<file path="src/rtl/spi_pkg.sv">
// Shared definitions for the SPI monarch: FSM state encoding and the
// slave-select index width helper.
package spi_pkg;

  // Frame sequencing states of the monarch
  typedef enum logic [1:0] {
    IDLE     = 2'd0,
    FRT_PRCH = 2'd1,
    TRANS    = 2'd2,
    BCK_PRCH = 2'd3
  } spi_state_t;

  // Width of the slave-select index: clog2 of the select count, never below 1
  function automatic int sel_w(input int num_ss);
    int w_v;
    w_v = $clog2(num_ss);
    if (w_v < 1) begin
      w_v = 1;
    end else begin
      w_v = w_v;
    end
    return w_v;
  endfunction

endpackage

</file>
<file path="src/rtl/spi_sclk_gen.sv">
// SCLK generator: a half-period counter that toggles SCLK every HALF_PER
// clk cycles and flags each rising and falling edge with a one-cycle strobe.
// The strobes are registered together with SCLK, so a strobe is high in
// exactly the first cycle that the new SCLK level is visible.
module spi_sclk_gen #(
  parameter int HALF_PER = 16
) (
  input  logic clk,
  input  logic rst,
  input  logic load,        // restart a full high phase
  input  logic force_high,  // hold SCLK high, counter parked at zero
  output logic sclk,
  output logic rise,
  output logic fall,
  output logic ph_last      // current half-period ends with this cycle
);

  localparam int CNT_W = $clog2(HALF_PER);
  localparam logic [CNT_W-1:0] CNT_LAST = CNT_W'(HALF_PER - 1);
  localparam logic [CNT_W-1:0] CNT_ONE  = CNT_W'(1);

  logic [CNT_W-1:0] cnt_r;
  logic             sclk_r;
  logic             rise_r;
  logic             fall_r;

  assign ph_last = (cnt_r == CNT_LAST);

  // Half-period counter, SCLK level and edge strobes
  always_ff @(posedge clk) begin
    if (rst) begin
      cnt_r  <= '0;
      sclk_r <= 1'b1;
      rise_r <= 1'b0;
      fall_r <= 1'b0;
    end else if (load || force_high) begin
      cnt_r  <= '0;
      sclk_r <= 1'b1;
      rise_r <= 1'b0;
      fall_r <= 1'b0;
    end else if (ph_last) begin
      cnt_r  <= '0;
      sclk_r <= ~sclk_r;
      rise_r <= ~sclk_r;
      fall_r <= sclk_r;
    end else begin
      cnt_r  <= cnt_r + CNT_ONE;
      sclk_r <= sclk_r;
      rise_r <= 1'b0;
      fall_r <= 1'b0;
    end
  end

  assign sclk = sclk_r;
  assign rise = rise_r;
  assign fall = fall_r;

endmodule

</file>
<file path="src/rtl/spi_mnrch_gen.sv">
// SPI monarch: shifts a DATA_W-bit frame MSB-first on MOSI while capturing
// MISO on each SCLK rising edge, driving one of NUM_SS active-low selects.
// A frame may leave its select low (hold) so a burst of frames to the same
// slave keeps it selected until a frame completes with hold cleared.
module spi_mnrch_gen
  import spi_pkg::*;
#(
  parameter  int DATA_W   = 16,
  parameter  int HALF_PER = 16,
  parameter  int NUM_SS   = 1,
  localparam int SEL_W    = sel_w(NUM_SS)
) (
  input  logic              clk,
  input  logic              rst,
  input  logic              wrt,
  input  logic [DATA_W-1:0] wrt_data,
  input  logic [SEL_W-1:0]  ss_sel,
  input  logic              hold,
  input  logic              MISO,
  output logic [NUM_SS-1:0] SS_n,
  output logic              SCLK,
  output logic              MOSI,
  output logic              done,
  output logic              busy,
  output logic [DATA_W-1:0] rd_data
);

  localparam int BIT_W = $clog2(DATA_W);
  // Shift index at which the last in-frame fall moves us to the back porch
  localparam logic [BIT_W-1:0] BIT_LAST = BIT_W'(DATA_W - 2);
  localparam logic [BIT_W-1:0] BIT_ONE  = BIT_W'(1);
  localparam logic [SEL_W:0]   NUM_SS_L = (SEL_W + 1)'(NUM_SS);

  spi_state_t        state_r;
  logic [DATA_W-1:0] shft_r;
  logic [BIT_W-1:0]  bit_cnt_r;
  logic              miso_smpl_r;
  logic [NUM_SS-1:0] ss_n_r;
  logic              hold_r;
  logic              done_r;
  logic              busy_r;

  logic              sclk_s;
  logic              rise_s;
  logic              fall_s;
  logic              ph_last_s;
  logic              load_s;
  logic              force_high_s;
  logic              accept_s;
  logic              sel_ok_s;
  logic [NUM_SS-1:0] ss_sel_n_s;

  spi_sclk_gen #(
    .HALF_PER (HALF_PER)
  ) u_sclk_gen (
    .clk        (clk),
    .rst        (rst),
    .load       (load_s),
    .force_high (force_high_s),
    .sclk       (sclk_s),
    .rise       (rise_s),
    .fall       (fall_s),
    .ph_last    (ph_last_s)
  );

  // Start acceptance and SCLK control; in the back porch the would-be
  // falling edge after the final high phase is suppressed by forcing high
  always_comb begin
    sel_ok_s     = ({1'b0, ss_sel} < NUM_SS_L);
    accept_s     = 1'b0;
    load_s       = 1'b0;
    force_high_s = 1'b0;
    case (state_r)
      IDLE: begin
        force_high_s = 1'b1;
        if (wrt && sel_ok_s) begin
          accept_s = 1'b1;
          load_s   = 1'b1;
        end else begin
          accept_s = 1'b0;
          load_s   = 1'b0;
        end
      end
      BCK_PRCH: begin
        force_high_s = sclk_s & ph_last_s;
      end
      default: begin
        force_high_s = 1'b0;
      end
    endcase
  end

  // Active-low one-hot decode of the requested slave index
  always_comb begin
    ss_sel_n_s = '1;
    for (int i = 0; i < NUM_SS; i++) begin
      if (ss_sel == SEL_W'(i)) begin
        ss_sel_n_s[i] = 1'b0;
      end else begin
        ss_sel_n_s[i] = 1'b1;
      end
    end
  end

  // Frame FSM with shift register, bit counter and select/done/hold flops
  always_ff @(posedge clk) begin
    if (rst) begin
      state_r     <= IDLE;
      shft_r      <= '0;
      bit_cnt_r   <= '0;
      miso_smpl_r <= 1'b0;
      ss_n_r      <= '1;
      hold_r      <= 1'b0;
      done_r      <= 1'b0;
      busy_r      <= 1'b0;
    end else begin
      case (state_r)
        IDLE: begin
          if (accept_s) begin
            shft_r    <= wrt_data;
            hold_r    <= hold;
            ss_n_r    <= ss_sel_n_s;  // a previously held select rises here
            done_r    <= 1'b0;
            busy_r    <= 1'b1;
            bit_cnt_r <= '0;
            state_r   <= FRT_PRCH;
          end else begin
            state_r   <= IDLE;
          end
        end
        FRT_PRCH: begin
          // The first fall only opens the frame; nothing sampled yet
          if (fall_s) begin
            state_r <= TRANS;
          end else begin
            state_r <= FRT_PRCH;
          end
        end
        TRANS: begin
          if (rise_s) begin
            miso_smpl_r <= MISO;
          end else begin
            miso_smpl_r <= miso_smpl_r;
          end
          if (fall_s) begin
            shft_r    <= {shft_r[DATA_W-2:0], miso_smpl_r};
            bit_cnt_r <= bit_cnt_r + BIT_ONE;
            if (bit_cnt_r == BIT_LAST) begin
              state_r <= BCK_PRCH;
            end else begin
              state_r <= TRANS;
            end
          end else begin
            state_r <= TRANS;
          end
        end
        BCK_PRCH: begin
          if (rise_s) begin
            miso_smpl_r <= MISO;
          end else begin
            miso_smpl_r <= miso_smpl_r;
          end
          // End of the final high phase: last shift, frame complete
          if (force_high_s) begin
            shft_r  <= {shft_r[DATA_W-2:0], miso_smpl_r};
            done_r  <= 1'b1;
            busy_r  <= 1'b0;
            state_r <= IDLE;
            if (!hold_r) begin
              ss_n_r <= '1;
            end else begin
              ss_n_r <= ss_n_r;
            end
          end else begin
            state_r <= BCK_PRCH;
          end
        end
        default: begin
          state_r <= IDLE;
        end
      endcase
    end
  end

  assign SS_n    = ss_n_r;
  assign SCLK    = sclk_s;
  assign MOSI    = shft_r[DATA_W-1];
  assign done    = done_r;
  assign busy    = busy_r;
  assign rd_data = shft_r;

endmodule

</file>
<file path="config.mk">
export PLATFORM = sky130hd
export DESIGN_NAME = spi_mnrch_gen
export DESIGN_NICKNAME = d
export VERILOG_FILES = /design/src/rtl/spi_pkg.sv /design/src/rtl/spi_sclk_gen.sv /design/src/rtl/spi_mnrch_gen.sv
export SDC_FILE = /design/constraint.sdc
export NUM_CORES = 1
export LEC_CHECK = 0
export CORE_MARGIN = 8
export CORE_UTILIZATION = 51
export DETAILED_ROUTE_END_ITERATION = 8
export DONT_BUFFER_PORTS = 1
export PLACE_DENSITY = 0.76
export SYNTH_ARGS = -nofsm -noshare
export SYNTH_HDL_FRONTEND = slang
export SYNTH_SLANG_ARGS = --single-unit
</file>
<file path="constraint.sdc">
create_clock -name clk -period 3.1 [get_ports clk]
set_clock_uncertainty 0.05 [all_clocks]
set_input_delay 0.62 -clock clk [delete_from_list [all_inputs] [get_ports clk]]
set_output_delay 0.62 -clock clk [all_outputs]
set_load 0.02 [all_outputs]
</file>
; After elaboration in Yosys (flattened, before gate mapping)
; Cells that the tools add are included.
[word_totals]
register_bits = 34
latch_bits = 0
mem_bits_rw = 0
romBits = 0
inputBits = 22
out_inout_bits = 21
wordCells = 70
memories = 0
[op_classes]
n_addsub = 2
mul = 0
n_div = 0
n_lt_le_gt_ge = 1
n_eq_ne = 9
shift = 0
mux = 27
n_bitwise = 3
n_reduce_logical = 16
[ops]
columns = cell, count
row1 = $mux W16, 3
row2 = $pmux W16 S3, 1
row3 = $mux W1, 12
row4 = $add A4 B1 Y4 const B, 2
row5 = $eq A4 B4 Y1 const B, 2
row6 = $mux W4, 2
row7 = $pmux W1 S2, 4
row8 = $pmux W2 S4, 1
row9 = $pmux W4 S2, 1
row10 = $reduce_and A4 Y1, 2
row11 = $mux W2, 3
row12 = $ne A2 B1 Y1 const B, 3
row13 = $reduce_and A3 Y1, 2
row14 = $reduce_or A3 Y1, 2
row15 = $eq A2 B2 Y1 const B, 2
row16 = $reduce_and A2 Y1, 2
row17 = $reduce_bool A2 Y1, 2
row18 = $reduce_or A2 Y1, 2
row19 = $reduce_bool A3 Y1, 1
row20 = $eq A2 B1 Y1 const B, 1
row21 = $logic_not A2 Y1, 1
row22 = $ne A2 B2 Y1 const B, 1
row23 = $not A1 Y1, 2
row24 = $and A1 B1 Y1, 1
row25 = 3 further kinds, 3

; Logic depth before layout (Yosys ltp)
; Gate-level depths: netlist of run 1.
[depth]
word_depth = 6
depth_mapped = 10
mapped_depth_nobuf = 6

; By module
; Synthesis of run 1 repeated with hierarchy kept, for this count alone.
[unflattened]
cells_unflattened = 173
hier_area_um2 = 1760.4
[by_module_without_submodules]
columns = module, n_inst, cells_each, area_each_um2, seq_area_each_um2
row1 = spi_mnrch_gen, 1, 149, 1498.9, 540.5
row2 = spi_sclk_gen, 1, 24, 261.5, 140.1

; Worst setup path before layout of run 1
; Ideal clock, no wire load.
[synth_path]
path_type = register -> register
start = reg state_r[1]
end = reg shft_r[10], in the netlist rd_data[10]
setup_time_ns = 0.139
arrival_ns = 2.089
required_ns = 2.911
path_slack_ns = 0.822
path_stages_with_launch = 11
n_path_buf = 4
period_less_slack_ns = 2.278
cell_sequence = dfxtp_1 > buf_2 > buf_2 > inv_1 > ha_1 > or2b_1 > o211ai_4 > and2_1 > buf_6 > buf_12 > a211oi_2
[synth_via]
elab_chain_cells = 4
word_cells_on_any_way = 11
cone_classes = eq/ne (5) / mux (3) / reduce/logical (3)
[synth_lines]
columns = element, line
row1 = "start, declared", spi_mnrch_gen.sv:34  ; spi_state_t state_r;
row2 = "start signal, assigned", spi_mnrch_gen.sv:108  ; state_r <= IDLE;
row3 = "start signal, assigned", spi_mnrch_gen.sv:126  ; state_r <= FRT_PRCH;
row4 = "start signal, assigned", spi_mnrch_gen.sv:128  ; state_r <= IDLE;
row5 = $eq A2 B2 Y1 / $logic_not A2 Y1 (equally long branches), "spi_mnrch_gen.sv:73, spi_mnrch_gen.sv:117"
row6 = $pmux W1 S2 / $mux W1 (equally long branches), spi_mnrch_gen.sv:73  ; case (state_r)
row7 = $ne A2 B1 Y1 (no source line), -
row8 = $reduce_and A4 Y1 (no source line), -
row9 = "end signal, assigned", spi_mnrch_gen.sv:120  ; shft_r <= wrt_data;
row10 = "end signal, assigned", spi_mnrch_gen.sv:146  ; shft_r <= {shft_r[DATA_W-2:0], miso_smpl_r};
row11 = "end signal, assigned", spi_mnrch_gen.sv:165  ; shft_r <= {shft_r[DATA_W-2:0], miso_smpl_r};
row12 = "end, declared", spi_mnrch_gen.sv:35  ; logic [DATA_W-1:0] shft_r;
; Several ways; a longest one is shown, not always the timed one.
; A chain may end at the register's enable or synchronous reset.

; Worst setup path after layout of run 1
[layout_path]
start = reg state_r[1]
end = reg shft_r[8], in the netlist rd_data[8]
; Same word-level chain as after synthesis.

==> results.sh, run 1 <==
export IMPL_drcViolationCount=0
export IMPL_ys_seq_area_share_pct=38.55
export IMPL_finalCritPeriodShare_pct=86.75
export IMPL_grt_total_usage_pct=13.84
export IMPL_fmax_mhz=371.9
export IMPL_cts_setup_buffers=0
export IMPL_die_w_um=74.84
export IMPL_syn_nets=203
export IMPL_num_vias=1256
export IMPL_crit_fanout=19
export IMPL_maxSlewViolCount=0
export IMPL_p_int_uw=621.6
export IMPL_cts_inserted_buffers=5
export IMPL_fillers=301
export IMPL_avgSynthCellArea_um2=10.20
export IMPL_hold_slack_ns=0.2867
export IMPL_via_per_inst=5.842
export IMPL_rows=21
export IMPL_core_area_mm2=0.003337
export IMPL_peakVddDrop_uv=285.2
export IMPL_p_switching_uw=263.3
export IMPL_grt_pass1_wl_um=6058
export IMPL_cts_hold_buf=0
export IMPL_antennaDiodeCount=0
export IMPL_clkLatencyLatePin_ns=0.34
export IMPL_final_common_cell="dfxtp_1"
export IMPL_cts_resized=0
export IMPL_post_route_min_period_ns=2.689
export IMPL_num_io_pins=43
export IMPL_synthCells=173
export IMPL_power_frac_seq_pct=58.9
export IMPL_setup_ws_ns=0.4107
export IMPL_slew_limit_headroom_pct=51.09
export IMPL_ff2ff_setup_slack_ns=0.41
export IMPL_place_detailed_hpwl_um=2798
export IMPL_drt_total_wl_um=3793
export IMPL_multi_input_area_um2=962.2
export IMPL_root_buffer="clkbuf_4"
export IMPL_cp_arrival_ns=2.83
export IMPL_layout_common_cells="dfxtp_1 (34), mux2i_1 (22), a21oi_1 (19)"
export IMPL_final_cells=215
export IMPL_drive_gt1_share_pct=14.79
export IMPL_cp_start_kind="flop"
export IMPL_die_h_um=74.84
export IMPL_cpMaxStageDelayCell="and2_1"
export IMPL_crit_chain="inv_1 -> ha_1 -> or2b_1 -> o211ai_4 -> and2_1 -> a211oi_1"
export IMPL_port_buffers=0
export IMPL_worst_slew_pin_slew_ns=0.7336
export IMPL_grt_pass1_vias=1276
export IMPL_clk_path_buf_depth=2
export IMPL_cts_sinks=34
export IMPL_drv_cap=0
export IMPL_rsz0062_at_grt="no"
export IMPL_synth_top_flop_cell="dfxtp_1"
export IMPL_htree_num_levels=2
export IMPL_syn_cell_area_mm2=0.001765
export IMPL_worstPathRequired_ns=3.24
export IMPL_dr_first_iter_drc_count=68
export IMPL_antenna_found_initial=0
export IMPL_overflow=0
export IMPL_p_per_area_mw_per_mm2=491.2
export IMPL_status="complete, no violations"
export IMPL_leakagePower_uw=0.0006453
export IMPL_p_sw_share_pct=29.75
export IMPL_seq_area_um2=680.7
export IMPL_critical_path_class="flop to flop"
export IMPL_dp_cells=207
export IMPL_min_path_type="input pin to flop"
export IMPL_start_util_pct=52.91
export IMPL_cts_clk_slew_worst_paths_ns=0.10
export IMPL_cts_tree="done"
export IMPL_grt_max_degree=31
export IMPL_pre_cts_ws_ns=0.4354
export IMPL_max_stage_delay_ns=0.69
export IMPL_synth_seq_cells=34
export IMPL_async_reset_ff_share_pct=0
export IMPL_netlist_cell_type_count=37
export IMPL_wire_per_inst_um=17.64
export IMPL_cp_end_kind="flop"
export IMPL_p_comb_share_pct=12.0
export IMPL_die_area_mm2=0.005600
export IMPL_synth_yosys_warnings=0
export IMPL_setup_tns_ns=0
export IMPL_syn2layout_area_growth_pct=2.055
export IMPL_hold_viol=0
export IMPL_setup_viol=0
export IMPL_synth_edf_count=0
export IMPL_final_nets=198
export IMPL_ant_nets=0
export IMPL_firstDrtPassIters=5
export IMPL_globalplace_congestion=0.8334
export IMPL_power_frac_clock_pct=29.1
==> metal layers <==
metal / track usage (%) / part of all wire, % / wire [µm]
met1: 14.35 / 40 / 1528
met2: 24.47 / 51 / 1927
met3: 6.258 / 8.0 / 303
met4: 3.696 / 0.90 / 34
met5: 0 / 0 / 0
==> stage by stage <==
step	area, µm²	total power (µW)	util, %
2_1_floorplan	1765	632.4	-
3_3_place_gp	1742	631.7	52.19
3_5_place_dp	1742	639.0	52.19
4_1_cts	1802	890.1	53.99
5_1_grt	1802	925.1	53.99
6_report	1802	885.0	53.99
==> logic make-up after synthesis <==
family	share of synthesized area, %
AO/OA/AOI/OAI	22.18
AND/OR/NAND/NOR	12.05
flip-flops	38.55
multiplexers	13.11
buffers and inverters	6.946
adder cells (fa/ha/maj)	5.670
XOR/XNOR	1.489
==> final cells by class <==
type | instances | share of cell area [%]
inverter | 7 | 1.458
clock inverter | 1 | 0.2778
sequential | 34 | 37.78
clock buffer | 7 | 3.056
timing repair buffer | 2 | 0.8333
multi-input combinational | 118 | 53.40
tap | 46 | 3.194
==> cell usage after synthesis, types with 2 or more instances <==
cell | n | area share [%]
a211oi_1 | 9 | 3.8
a211oi_2 | 10 | 7.1
a21oi_1 | 19 | 5.4
a221oi_1 | 2 | 0.99
buf_2 | 4 | 1.1
buf_4 | 4 | 1.7
clkbuf_1 | 4 | 0.85
dfxtp_1 | 34 | 39
ha_1 | 8 | 5.7
inv_1 | 7 | 1.5
mux2i_1 | 22 | 12
nand3_1 | 3 | 0.85
nand4_1 | 2 | 0.71
nor2_1 | 11 | 2.3
nor2b_1 | 2 | 0.71
nor3_1 | 6 | 1.7
nor3b_1 | 3 | 1.3
o21ai_0 | 3 | 0.85
xnor2_1 | 2 | 0.99
==> registers in the layout (all words and copies together), names as in the netlist <==
register and flops:
state_r 2, rd_data 16, hold_r 1, u_sclk_gen.fall 1, done 1, bit_cnt_r 4, u_sclk_gen.cnt_r 4, busy 1
u_sclk_gen.sclk 1, u_sclk_gen.rise 1, SS_n 1, miso_smpl_r 1
==> path summary, 6_finish.rpt <==
check                   endpoint  depth (start not counted)                start
max                   rd_data[8]                          6           state_r[1]
min                 bit_cnt_r[0]                          1                  rst
max reg2reg           rd_data[8]                          6           state_r[1]
min reg2reg  u_sclk_gen.cnt_r[0]                          1  u_sclk_gen.cnt_r[0]
==> power by group through the flow <==
stage          combinational [µW]  sequential (µW)  clock, µW
6_report                      106              521        258
2_1_floorplan                 111              521          0
3_5_place_dp                  106              532          0
4_1_cts                       107              522        261
3_3_place_gp                  100              531          0
5_1_grt                       118              526        282
==> worst max-delay path, delay by kind of cell, from the launching register on <==
family | cells | cell delay [ns]
and+or+nand+nor | 2 | 0.98
DFF | 1 | 0.55
AOI/OAI and AO/OA | 2 | 0.41
buffers and inverters | 1 | 0.16
adders and majority gates | 1 | 0.39
Note: power is estimated with default switching activity, not from simulation.
==> inputs of run 2 (changes only) <==
BUFFER_PORTS_ARGS = -buffer_cell sky130_fd_sc_hd__buf_2   (was default)
DONT_BUFFER_PORTS = default   (was 1)
PLACE_DENSITY = 0.87   (was 0.76)
==> run 2 against run 1 <==
Net effect:
- cell count rose by 20%
- final area rose by 12%
- via count rose by 12%
- sequential cell count did not move
- die area did not move
- clock-buffer cell count fell by 1
- critical path depth rose by 1
- global-route usage rose by 0.35 points
- critical path type unchanged
- critical endpoint is now rd_data[15]
- largest cell class unchanged
- largest power group unchanged
- highest routed layer unchanged
==> results.sh, run 2 (same netlist as run 1, synthesis figures left out) <==
export IMPL_status="complete, no violations"
export IMPL_cp_start_kind="flop"
export IMPL_num_io_pins=43
export IMPL_worstPathRequired_ns=3.25
export IMPL_drcViolationCount=0
export IMPL_post_route_min_period_ns=2.683
export IMPL_cpMaxStageDelayCell="and2_1"
export IMPL_crit_fanout=19
export IMPL_final_area_mm2=0.002023
export IMPL_grt_pass1_wl_um=6168
export IMPL_start_util_pct=52.91
export IMPL_syn2layout_area_growth_pct=14.60
export IMPL_root_buffer="clkbuf_4"
export IMPL_finalCritPeriodShare_pct=86.55
export IMPL_rsz0062_at_grt="no"
export IMPL_die_area_mm2=0.005600
export IMPL_ant_nets=0
export IMPL_grt_pass1_vias=1385
export IMPL_critical_path_class="flop to flop"
export IMPL_leakagePower_uw=0.0008327
export IMPL_ff2ff_setup_slack_ns=0.42
export IMPL_cts_tree="done"
export IMPL_dr_first_iter_drc_count=89
export IMPL_drv_cap=0
export IMPL_port_buffers=42
export IMPL_grt_max_degree=31
export IMPL_overflow=0
export IMPL_hold_slack_ns=0.4151
export IMPL_globalplace_congestion=0.7980
export IMPL_final_cells=258
export IMPL_grt_total_usage_pct=14.19
export IMPL_total_power_uw=934.5
export IMPL_setup_viol=0
export IMPL_fmax_mhz=372.7
export IMPL_rows=21
export IMPL_cp_end_kind="flop"
export IMPL_place_detailed_hpwl_um=2674
export IMPL_max_stage_delay_ns=0.71
export IMPL_clkLatencyLatePin_ns=0.35
export IMPL_maxSlewViolCount=0
export IMPL_die_w_um=74.84
export IMPL_largest_register_ffs=16
export IMPL_cts_clk_slew_worst_paths_ns=0.12
export IMPL_setup_tns_ns=0
export IMPL_worst_slew_pin_slew_ns=0.7663
export IMPL_cts_sinks=34
export IMPL_p_per_area_mw_per_mm2=461.9
export IMPL_final_common_cell="buf_2"
export IMPL_clk_path_buf_depth=2
export IMPL_worstHoldStart="u_sclk_gen.cnt_r[0]"
export IMPL_firstDrtPassIters=4
export IMPL_via_per_inst=5.465
export IMPL_htree_num_levels=2
export IMPL_wire_per_inst_um=14.50
export IMPL_crit_chain="buf_4 -> inv_1 -> ha_1 -> or2b_1 -> o211ai_4 -> and2_1 -> a211oi_2"
export IMPL_core_area_mm2=0.003337
export IMPL_antenna_found_initial=0
export IMPL_dp_cells=250
export IMPL_cts_hold_buf=0
export IMPL_cts_setup_buffers=0
export IMPL_drt_total_wl_um=3741
export IMPL_cp_arrival_ns=2.83
export IMPL_final_nets=241
export IMPL_peakVddDrop_uv=266.2
export IMPL_layout_common_cells="buf_2 (42), dfxtp_1 (34), mux2i_1 (22)"
export IMPL_min_path_type="flop to flop"
export IMPL_cts_resized=0
export IMPL_num_vias=1410
export IMPL_cts_inserted_buffers=5
export IMPL_post_dp_cell_area_mm2=0.001959
export IMPL_antennaDiodeCount=0
export IMPL_cp_startpoint="state_r[1]"
export IMPL_slew_limit_headroom_pct=48.91
export IMPL_hold_viol=0
export IMPL_timing_rr_start="state_r[1]"
export IMPL_drive_gt1_share_pct=32.55
export IMPL_die_h_um=74.84
## run 2: cell count changes in the layout (fill, tap and decap cells not counted), sizes merged
cell,before,now
clkbuf,7,6
clkinvlp,0,1
buf,2,45
## run 2: layout make-up
type | instances | area [µm²]
inverter | 7 | 26.28
sequential | 34 | 680.7
tap | 46 | 57.56
multi-input combinational | 118 | 962.2
clock buffer | 6 | 51.30
timing repair buffer | 45 | 232.7
fill | 303 | 1314
clock inverter | 2 | 12.51
## run 2: routing by layer
| metal | wire length [µm] | vias up | GRT usage, % |
|---|---|---|---|
| li1 | - | 710 | - |
| met1 | 1741 | 660 | 17.23 |
| met2 | 1766 | 35 | 22.07 |
| met3 | 170 | 5 | 4.394 |
| met4 | 63 | 0 | 6.957 |
| met5 | 0 | - | 0 |
## run 2: critical path, delay by kind of cell, from the launching register on
family	cells	cell delay (ns)
fa+ha+maj	1	0.46
buf+inv	2	0.27
simple gates	2	1.02
compound gates	2	0.38
flops	1	0.34
## run 2: worst paths after layout
| path | depth (start not counted) | end |
|---|---|---|
| worst min-delay path | 1 | u_sclk_gen.cnt_r[0] |
| worst min register to register | 1 | u_sclk_gen.cnt_r[0] |
| worst max-delay path | 7 | rd_data[15] |
| worst max register to register | 7 | rd_data[15] |
## run 2: report_power, final
part,total [µW],leakage (µW),switching (µW),internal (µW)
registers,484,0.000278,19.4,464
clock network,266,0.0000343,158,109
logic,184,0.000520,111,73.0
## run 2: through the flow
step | worst slack [ns] | util [%]
after floorplan | 0.8221 | -
after global placement | 0.5536 | 58.72
after detailed placement | 0.4382 | 58.72
after CTS | 0.4143 | 60.63
after global routing | 0.2021 | 60.63
final | 0.4168 | 60.63
==> inputs of run 3 (changes only) <==
CORE_UTILIZATION = 49   (was 51)
PLACE_DENSITY = 0.84   (was 0.87)
REMOVE_ABC_BUFFERS = 1   (was default)
==> run 3 against run 2 <==
Net effect:
- sequential cell count unchanged
- cell count increased by 0.39%
- first-iteration DRC count grew 31%
- sequential power about the same
- sequential share of layout area grew 0.15 points
- critical path depth decreased by 1
- register-to-register slack improved by 0.16 ns
- combinational power is essentially flat
- largest power group unchanged
==> results.sh, run 3 (same netlist as run 1, synthesis figures left out) <==
export IMPL_status="complete, no violations"
export IMPL_num_io_pins=43
export IMPL_min_path_type="flop to flop"
export IMPL_layout_common_cells="buf_2 (42), dfxtp_1 (34), mux2i_1 (22)"
export IMPL_port_buffers=42
export IMPL_place_detailed_hpwl_um=2706
export IMPL_num_vias=1401
export IMPL_final_nets=240
export IMPL_ant_nets=0
export IMPL_htree_num_levels=2
export IMPL_drt_total_wl_um=3694
export IMPL_cts_setup_buffers=0
export IMPL_drive_gt1_share_pct=31.75
export IMPL_clkLatencyLatePin_ns=0.34
export IMPL_peakVddDrop_uv=310.1
export IMPL_setup_viol=0
export IMPL_rows=22
export IMPL_grt_pass1_vias=1376
export IMPL_timing_rr_start="state_r[1]"
export IMPL_cts_sinks=34
export IMPL_core_area_mm2=0.003551
export IMPL_worstPathRequired_ns=3.24
export IMPL_via_per_inst=5.409
export IMPL_critical_path_class="flop to flop"
export IMPL_hold_slack_ns=0.4187
export IMPL_globalplace_congestion=0.7289
export IMPL_rsz0062_at_grt="no"
export IMPL_worstHoldStart="u_sclk_gen.cnt_r[0]"
export IMPL_leakagePower_uw=0.0008282
export IMPL_finalCritPeriodShare_pct=81.40
export IMPL_overflow=0
export IMPL_post_route_min_period_ns=2.524
export IMPL_cts_clk_slew_worst_paths_ns=0.11
export IMPL_cts_tree="done"
export IMPL_start_util_pct=49.72
export IMPL_final_common_cell="buf_2"
export IMPL_wire_per_inst_um=14.26
export IMPL_cts_resized=0
export IMPL_crit_fanout=19
export IMPL_cts_inserted_buffers=5
export IMPL_grt_pass1_wl_um=6203
export IMPL_largest_register_ffs=16
export IMPL_cp_end_kind="flop"
export IMPL_dr_first_iter_drc_count=117
export IMPL_firstDrtPassIters=4
export IMPL_grt_max_degree=31
export IMPL_die_h_um=76.03
export IMPL_worst_slew_pin_slew_ns=0.7605
export IMPL_hold_viol=0
export IMPL_clk_path_buf_depth=2
export IMPL_cp_start_kind="flop"
export IMPL_drcViolationCount=0
export IMPL_grt_total_usage_pct=12.79
export IMPL_multi_input_area_um2=962.2
export IMPL_setup_tns_ns=0
export IMPL_syn2layout_area_growth_pct=14.10
export IMPL_die_area_mm2=0.005780
export IMPL_antennaDiodeCount=0
export IMPL_maxSlewViolCount=0
export IMPL_root_buffer="clkbuf_4"
export IMPL_cp_startpoint="state_r[1]"
export IMPL_slew_limit_headroom_pct=49.30
export IMPL_fmax_mhz=396.3
export IMPL_drv_cap=0
export IMPL_fillers=305
export IMPL_cts_hold_buf=0
export IMPL_p_per_area_mw_per_mm2=458.3
export IMPL_cp_arrival_ns=2.67
export IMPL_die_w_um=76.03
export IMPL_seq_area_um2=680.7
export IMPL_antenna_found_initial=0
==> run 3: changes by cell type in the layout (fill, tap and decap cells not counted) <==
cell        before  now
clkbuf_1         0    1
buf_4            3    2
clkinvlp_4       1    0
==> run 3: per-layer routing <==
metal  track usage (%)  vias to the layer above  wire, µm
li1                  -                      703         -
met2             21.51                       29      1848
met1             13.33                      656      1541
met3             3.774                       13       171
met4             9.020                        0       133
met5                 0                        -         0
==> run 3: worst max-delay path, cell delays in order (launching register included) <==
cell	delay, ns
dfxtp_1	0.36
inv_1	0.11
ha_1	0.42
or2b_1	0.31
o211ai_4	0.24
and2_1	0.71
a211oi_1	0.17
==> run 3: cell type report <==
type	instances	share of cell area (%)
Timing Repair Buffer	44	11.18
Multi-Input combinational cell	118	47.76
Inverter	7	1.304
Tap cell	48	2.981
Sequential cell	34	33.79
Clock buffer	7	2.733
Clock inverter	1	0.2484
==> run 3: per-stage QoR <==
| step | cell area, µm² | setup WS [ns] | util [%] | std cells | total power (µW) |
|---|---|---|---|---|---|
| after floorplan | 1669 | 0.4195 | - | 159 | 611.6 |
| after global placement | 1954 | 0.6481 | 55.04 | 251 | 674.3 |
| after detailed placement | 1954 | 0.5737 | 55.04 | 251 | 678.5 |
| after CTS | 2014 | 0.5734 | 56.73 | 259 | 930.1 |
| after global routing | 2014 | 0.3927 | 56.73 | 259 | 970.1 |
| final | 2014 | 0.5765 | 56.73 | 259 | 923.3 |
==> run 3: final timing paths <==
check	slack (ns)	cells past startpoint	endpoint
setup / recovery	0.58	6	rd_data[5]
hold reg to reg	0.42	1	u_sclk_gen.cnt_r[0]
setup reg to reg	0.58	6	rd_data[5]
hold / removal	0.42	1	u_sclk_gen.cnt_r[0]
==> run 3: power by group <==
group | internal [µW] | switching, µW | total (µW)
combinational | 73.0 | 110 | 183
sequential | 464 | 19.8 | 484
clock | 110 | 146 | 256
total | 647 | 276 | 923
